--- config.mk ---
export PLATFORM = sky130hd
export DESIGN_NAME = cache_axi_master
export DESIGN_NICKNAME = d
export VERILOG_FILES = /design/src/rtl/cache_axi_master.sv
export SDC_FILE = /design/constraint.sdc
export NUM_CORES = 1
export LEC_CHECK = 0
export ABC_AREA = 1
export ABC_CLOCK_PERIOD_IN_PS = 3530
export CORE_AREA = 5 5 215 217
export CTS_BUF_LIST = sky130_fd_sc_hd__clkbuf_2
export DETAILED_ROUTE_END_ITERATION = 10
export DIE_AREA = 0 0 220 222
export GPL_ROUTABILITY_DRIVEN = 0
export PLACE_DENSITY = 0.53
export SLEW_MARGIN = 20
export SYNTH_ARGS = -nofsm -noshare
export SYNTH_HDL_FRONTEND = slang
export SYNTH_SLANG_ARGS = --single-unit
--- constraint.sdc ---
create_clock -name clock -period 3.53 [get_ports clock]
set_input_delay 0.353 -clock clock [delete_from_list [all_inputs] [get_ports clock]]
set_output_delay 0.353 -clock clock [all_outputs]
set_load 0.02 [all_outputs]
--- src/rtl/cache_axi_master.sv ---
// cache_axi_master: runs one cache-line refill or writeback as a single AXI4 INCR burst.
// Optional build macro CACHE_AXI_MASTER_TIMEOUT_EN adds a debug watchdog.
// The watchdog abandons any AXI phase that has stalled for 255 cycles and reports an error.
module cache_axi_master #(
   parameter int         LINE_BEATS = 2,
   parameter logic [3:0] AXI_ID     = 4'd0
) (
   input  logic                      clock,
   input  logic                      rst_n,
   input  logic                      req_valid,
   output logic                      req_ready,
   input  logic                      req_write,
   input  logic [31:0]               req_addr,
   input  logic [64*LINE_BEATS-1:0]  req_wline,
   output logic                      resp_valid,
   output logic [64*LINE_BEATS-1:0]  resp_rline,
   output logic                      resp_err,
   output logic                      arvalid,
   input  logic                      arready,
   output logic [3:0]                arid,
   output logic [31:0]               araddr,
   output logic [7:0]                arlen,
   output logic [2:0]                arsize,
   output logic [1:0]                arburst,
   input  logic                      rvalid,
   output logic                      rready,
   input  logic [3:0]                rid,
   input  logic [63:0]               rdata,
   input  logic [1:0]                rresp,
   input  logic                      rlast,
   output logic                      awvalid,
   input  logic                      awready,
   output logic [3:0]                awid,
   output logic [31:0]               awaddr,
   output logic [7:0]                awlen,
   output logic [2:0]                awsize,
   output logic [1:0]                awburst,
   output logic                      wvalid,
   input  logic                      wready,
   output logic [63:0]               wdata,
   output logic [7:0]                wstrb,
   output logic                      wlast,
   input  logic                      bvalid,
   output logic                      bready,
   input  logic [3:0]                bid,
   input  logic [1:0]                bresp
);

   localparam int            LW        = 64 * LINE_BEATS;
   localparam int            CW        = $clog2(LINE_BEATS) + 1;
   localparam int            OFS       = $clog2(8 * LINE_BEATS);
   localparam logic [CW-1:0] LAST_BEAT = CW'(LINE_BEATS - 1);
   localparam logic [CW-1:0] CNT_ONE   = CW'(1);

   typedef enum logic [2:0] {
      S_IDLE,
      S_AR,
      S_R,
      S_AW,
      S_W,
      S_B,
      S_RESP
   } state_t;

   state_t        state_q;
   state_t        state_d;
   logic [CW-1:0] cnt_q;
   logic          err_q;
   logic [31:0]   addr_q;
   logic [LW-1:0] line_q;
   logic          last_beat;
   logic          addr_low_unused;

   // The line offset bits of the request address never reach the bus.
   assign addr_low_unused = ^req_addr[OFS-1:0];
   assign last_beat       = (cnt_q == LAST_BEAT);

   assign arid    = AXI_ID;
   assign awid    = AXI_ID;
   assign araddr  = addr_q;
   assign awaddr  = addr_q;
   assign arlen   = 8'(LINE_BEATS - 1);
   assign awlen   = 8'(LINE_BEATS - 1);
   assign arsize  = 3'b011;
   assign awsize  = 3'b011;
   assign arburst = 2'b01;
   assign awburst = 2'b01;
   assign wstrb   = 8'hFF;

   assign resp_rline = line_q;
   assign resp_err   = err_q;

`ifdef CACHE_AXI_MASTER_TIMEOUT_EN
   logic [7:0] wd_q;
   logic       busy;
   logic       handshake;
   logic       wd_fire;

   assign busy      = (state_q == S_AR) || (state_q == S_R) || (state_q == S_AW) ||
                      (state_q == S_W)  || (state_q == S_B);
   assign handshake = ((state_q == S_AR) && arready) || ((state_q == S_R) && rvalid) ||
                      ((state_q == S_AW) && awready) || ((state_q == S_W) && wready) ||
                      ((state_q == S_B) && bvalid);
   // Fires on the stalled cycle that would bring the stall count to 255.
   assign wd_fire   = busy && !handshake && (wd_q == 8'd254);

   // Stall counter: restarts on every handshake and whenever the block is idle.
   always_ff @(posedge clock or negedge rst_n) begin
      if (!rst_n) begin
         wd_q <= 8'd0;
      end else if (busy && !handshake) begin
         wd_q <= wd_q + 8'd1;
      end else begin
         wd_q <= 8'd0;
      end
   end
`endif

   // State register; reset drops every valid at once because they decode from state.
   always_ff @(posedge clock or negedge rst_n) begin
      if (!rst_n) begin
         state_q <= S_IDLE;
      end else begin
         state_q <= state_d;
      end
   end

   // Next-state logic and the handshake outputs decoded from the current state.
   always_comb begin
      state_d    = state_q;
      req_ready  = 1'b0;
      arvalid    = 1'b0;
      rready     = 1'b0;
      awvalid    = 1'b0;
      wvalid     = 1'b0;
      wlast      = 1'b0;
      bready     = 1'b0;
      resp_valid = 1'b0;
      case (state_q)
         S_IDLE: begin
            req_ready = 1'b1;
            if (req_valid) state_d = req_write ? S_AW : S_AR;
         end
         S_AR: begin
            arvalid = 1'b1;
            if (arready) state_d = S_R;
         end
         S_R: begin
            rready = 1'b1;
            if (rvalid && last_beat) state_d = S_RESP;
         end
         S_AW: begin
            awvalid = 1'b1;
            if (awready) state_d = S_W;
         end
         S_W: begin
            wvalid = 1'b1;
            wlast  = last_beat;
            if (wready && last_beat) state_d = S_B;
         end
         S_B: begin
            bready = 1'b1;
            if (bvalid) state_d = S_RESP;
         end
         S_RESP: begin
            resp_valid = 1'b1;
            state_d    = S_IDLE;
         end
         default: state_d = S_IDLE;
      endcase
`ifdef CACHE_AXI_MASTER_TIMEOUT_EN
      if (wd_fire) state_d = S_RESP;
`endif
   end

   // Write data mux: the line slot selected by the beat counter.
   always_comb begin
      wdata = '0;
      for (int i = 0; i < LINE_BEATS; i++) begin
         if (cnt_q == CW'(i)) wdata = line_q[i*64 +: 64];
      end
   end

   // Request latch, beat counter, line buffer and sticky per-transaction error flag.
   always_ff @(posedge clock or negedge rst_n) begin
      if (!rst_n) begin
         cnt_q  <= '0;
         err_q  <= 1'b0;
         addr_q <= '0;
         line_q <= '0;
      end else begin
         case (state_q)
            S_IDLE: begin
               if (req_valid) begin
                  addr_q <= {req_addr[31:OFS], {OFS{1'b0}}};
                  line_q <= req_wline;
                  cnt_q  <= '0;
                  err_q  <= 1'b0;
               end
            end
            S_R: begin
               if (rvalid) begin
                  for (int i = 0; i < LINE_BEATS; i++) begin
                     if (cnt_q == CW'(i)) line_q[i*64 +: 64] <= rdata;
                  end
                  cnt_q <= cnt_q + CNT_ONE;
                  if ((rresp != 2'b00) || (rid != AXI_ID) || (rlast != last_beat)) err_q <= 1'b1;
               end
            end
            S_W: begin
               if (wready) cnt_q <= cnt_q + CNT_ONE;
            end
            S_B: begin
               if (bvalid && ((bresp != 2'b00) || (bid != AXI_ID))) err_q <= 1'b1;
            end
            default: begin
            end
         endcase
`ifdef CACHE_AXI_MASTER_TIMEOUT_EN
         if (wd_fire) err_q <= 1'b1;
`endif
      end
   end

endmodule

==> flow_summary.toml <==
[detailed_routing]
route.detailed.drc = 0
viasPerCell = 4.14
dr_wl_met2_mm = 20.8
top_layer_used = "met5"
drtIter0Drc = 525
wirelength_mm = 41.8
drt-met1-wl_mm = 16.3
met3_length_mm = 3.17
final_antenna_net_count = 0
wl_per_cell_um = 15.8
vias = 10900
dr.pass1.iters = 5

[synth]
syn_avg_cell_area_um2 = 6.97
ys_types = 26
yosys_register_bits = 162
ys_seq_area_frac = 0.440
synthesis.area_mm2 = 0.00921
synthCells = 1320
yosys_warnings = 0

[sta]
skew_ns = 0.0569
setup_tns_ns = 0
slew_viol_final = 0
hold_ws_ns = 0.213
period_needed_ns = 3.25
setup_viol = 0
tightest_slew_ns = 0.957
finalHoldViolations = 0
fin_crit_sh = 0.921
slew-limit-headroom = 0.360
fmax_mhz = 308

[clock_network]
cts_tree = "built"
numCtsBuffers = 17
clock_path_buffers = 2
cts_max_level = 4
path_clk_slew_ns = 0.23
cts_setup_buffers = 0
clockRootBuffer = "clkbuf_2"
cts_sinks = 162
worstSkewPairLatency_ns = 0.88

[pwr]
power_mw = 15.2
p_switching_mw = 7.40
power.internal_mw = 7.82
ir_worst_vdd_uv = 499
clkPwrFrac = 0.074
power_leakage_nw = 8.34
p_comb_frac = 0.697
power_density_mw_per_mm2 = 873
p_seq_frac = 0.230
p_sw_frac = 0.486

[layout]
final_common_cell = "nand2_1"
final_cell_mix = "nand2_1 (595), clkdlybuf4s50_1 (485), dlygate4sd3_1 (278), dfrtp_1 (161), inv_1 (141)"
drive_gt1_frac = 0.0298
syn2layout_area_growth_pct = 89.3
final_core_util = 0.397
fin_nets = 2280

[floorplanning]
dieHeight_um = 222
die_w_um = 220
dieArea_mm2 = 0.0488
initial_core_util = 0.210
rows = 77
coreArea_mm2 = 0.0439
io_pins = 553

[grt]
grt_usage = 0.167
gr-total-overflow = 0
antenna_found_initial = 5
grt_pass1_wl_mm = 64.0
grt_max_degree = 81
first_global_vias = 11400

[critical_path]
critical_path_class = "flop to output port"
required_ns = 3.18
crit_arrival_ns = 2.90
worst_setup_path_end_kind = "output port"
worst_setup_path_start_kind = "flop"
cp_max_fo = 33

[worst_hold_path]
min_path_type = "primary input to flop"

[placement]
hpwl_mm = 29.4
io_buffers = 498

[run_status]
status = "complete, no violations"

[job]
cap_violations = 0
[synth_stat cells (all sizes together)]
cell,count,area [um^2]
conb,2,7.51
nand2,597,2240
nor2,17,90.1
o21ai,198,991
a21oi,1,5.00
buf,126,907
inv,142,533
or2,1,6.26
ha,2,25.0
nor3,2,15.0
nand4,3,18.8
dfrtp,162,4050
nand3,42,215
clkbuf,25,95.1
[sequential cells by signal (all words and copies together) (netlist names)]
name / flops
araddr: 28
cnt_q: 2
resp_err: 1
resp_rline: 128
state_q: 3
[power by group through the flow]
stage	logic [mW]	registers, mW	clock network (mW)
finish	10.6	3.49	1.12
global route	11.5	3.61	1.26
CTS	10.7	3.49	1.22
detailed placement	9.78	3.52	0
global placement	9.75	3.49	0
floorplan	4.53	4.36	0
[logic make-up (layout without fill, tap and decap cells)]
group / count (synthesis) / in the layout / share of synthesized area
other cells: 2 / 52 / 0.000816
buf+inv: 293 / 970 / 0.167
fa+ha+maj: 2 / 2 / 0.00272
compound gates: 199 / 199 / 0.108
simple gates: 662 / 662 / 0.281
flops: 162 / 162 / 0.440
[area by class of cell]
cell class | instances | area, um^2
fill | 4516 | 26500
antenna | 2 | 5.00
multi-input combinational | 913 | 3830
timing repair buffer | 796 | 8010
inverter | 142 | 533
sequential | 162 | 4060
clock inverter | 14 | 161
clock buffer | 18 | 90.1
tap | 592 | 741
[per-stage QoR]
step | setup slack [ns] | area (um^2) | instances
2_1_floorplan | 1.66 | 9390 | 1368
3_3_place_gp | 0.988 | 14300 | 2326
3_5_place_dp | 0.913 | 14300 | 2326
4_1_cts | 0.0161 | 17400 | 2637
5_1_grt | -0.0000582 | 17400 | 2639
6_report | 0.279 | 17400 | 2639
[critical path, stage by stage, from the launching register on]
cell             delay (ns)
dfrtp_1                0.44
ha_2                   0.21
inv_1                  0.13
nand2_2                0.07
buf_4                  0.24
o21ai_0                0.23
clkdlybuf4s50_1        0.68
[repair_timing]
| action | 4_1_cts | 5_1_grt |
|---|---|---|
| hold endpoints to repair | 319 | 0 |
| gates resized for setup | 8 | 9 |
| endpoints found under the setup margin | 7 | 9 |
| hold buffers | 279 | 0 |
[worst paths after layout]
path                                        startpoint                          end  slack (ns)  cells past startpoint
max in group asynchronous                        rst_n   resp_rline[84]$_DFFE_PN0P_        2.42                      4
worst max-delay path              cnt_q[0]$_DFFE_PN0P_                    wdata[34]        0.28                      6
worst max register to register  state_q[2]$_DFFE_PN0P_   resp_rline[83]$_DFFE_PN0P_        0.56                      9
worst min register to register    resp_err$_DFFE_PN0P_         resp_err$_DFFE_PN0P_        0.52                      2
worst min-delay path                     req_wline[85]   resp_rline[85]$_DFFE_PN0P_        0.21                      5
min in group asynchronous                        rst_n  resp_rline[125]$_DFFE_PN0P_        0.59                      4
[layer usage]
metal	global-route usage	up-vias
li1	-	5342
met1	0.183	5091
met2	0.296	413
met3	0.0520	75
met4	0.0693	6
met5	0	-
Power figures use the tool's default switching activity.
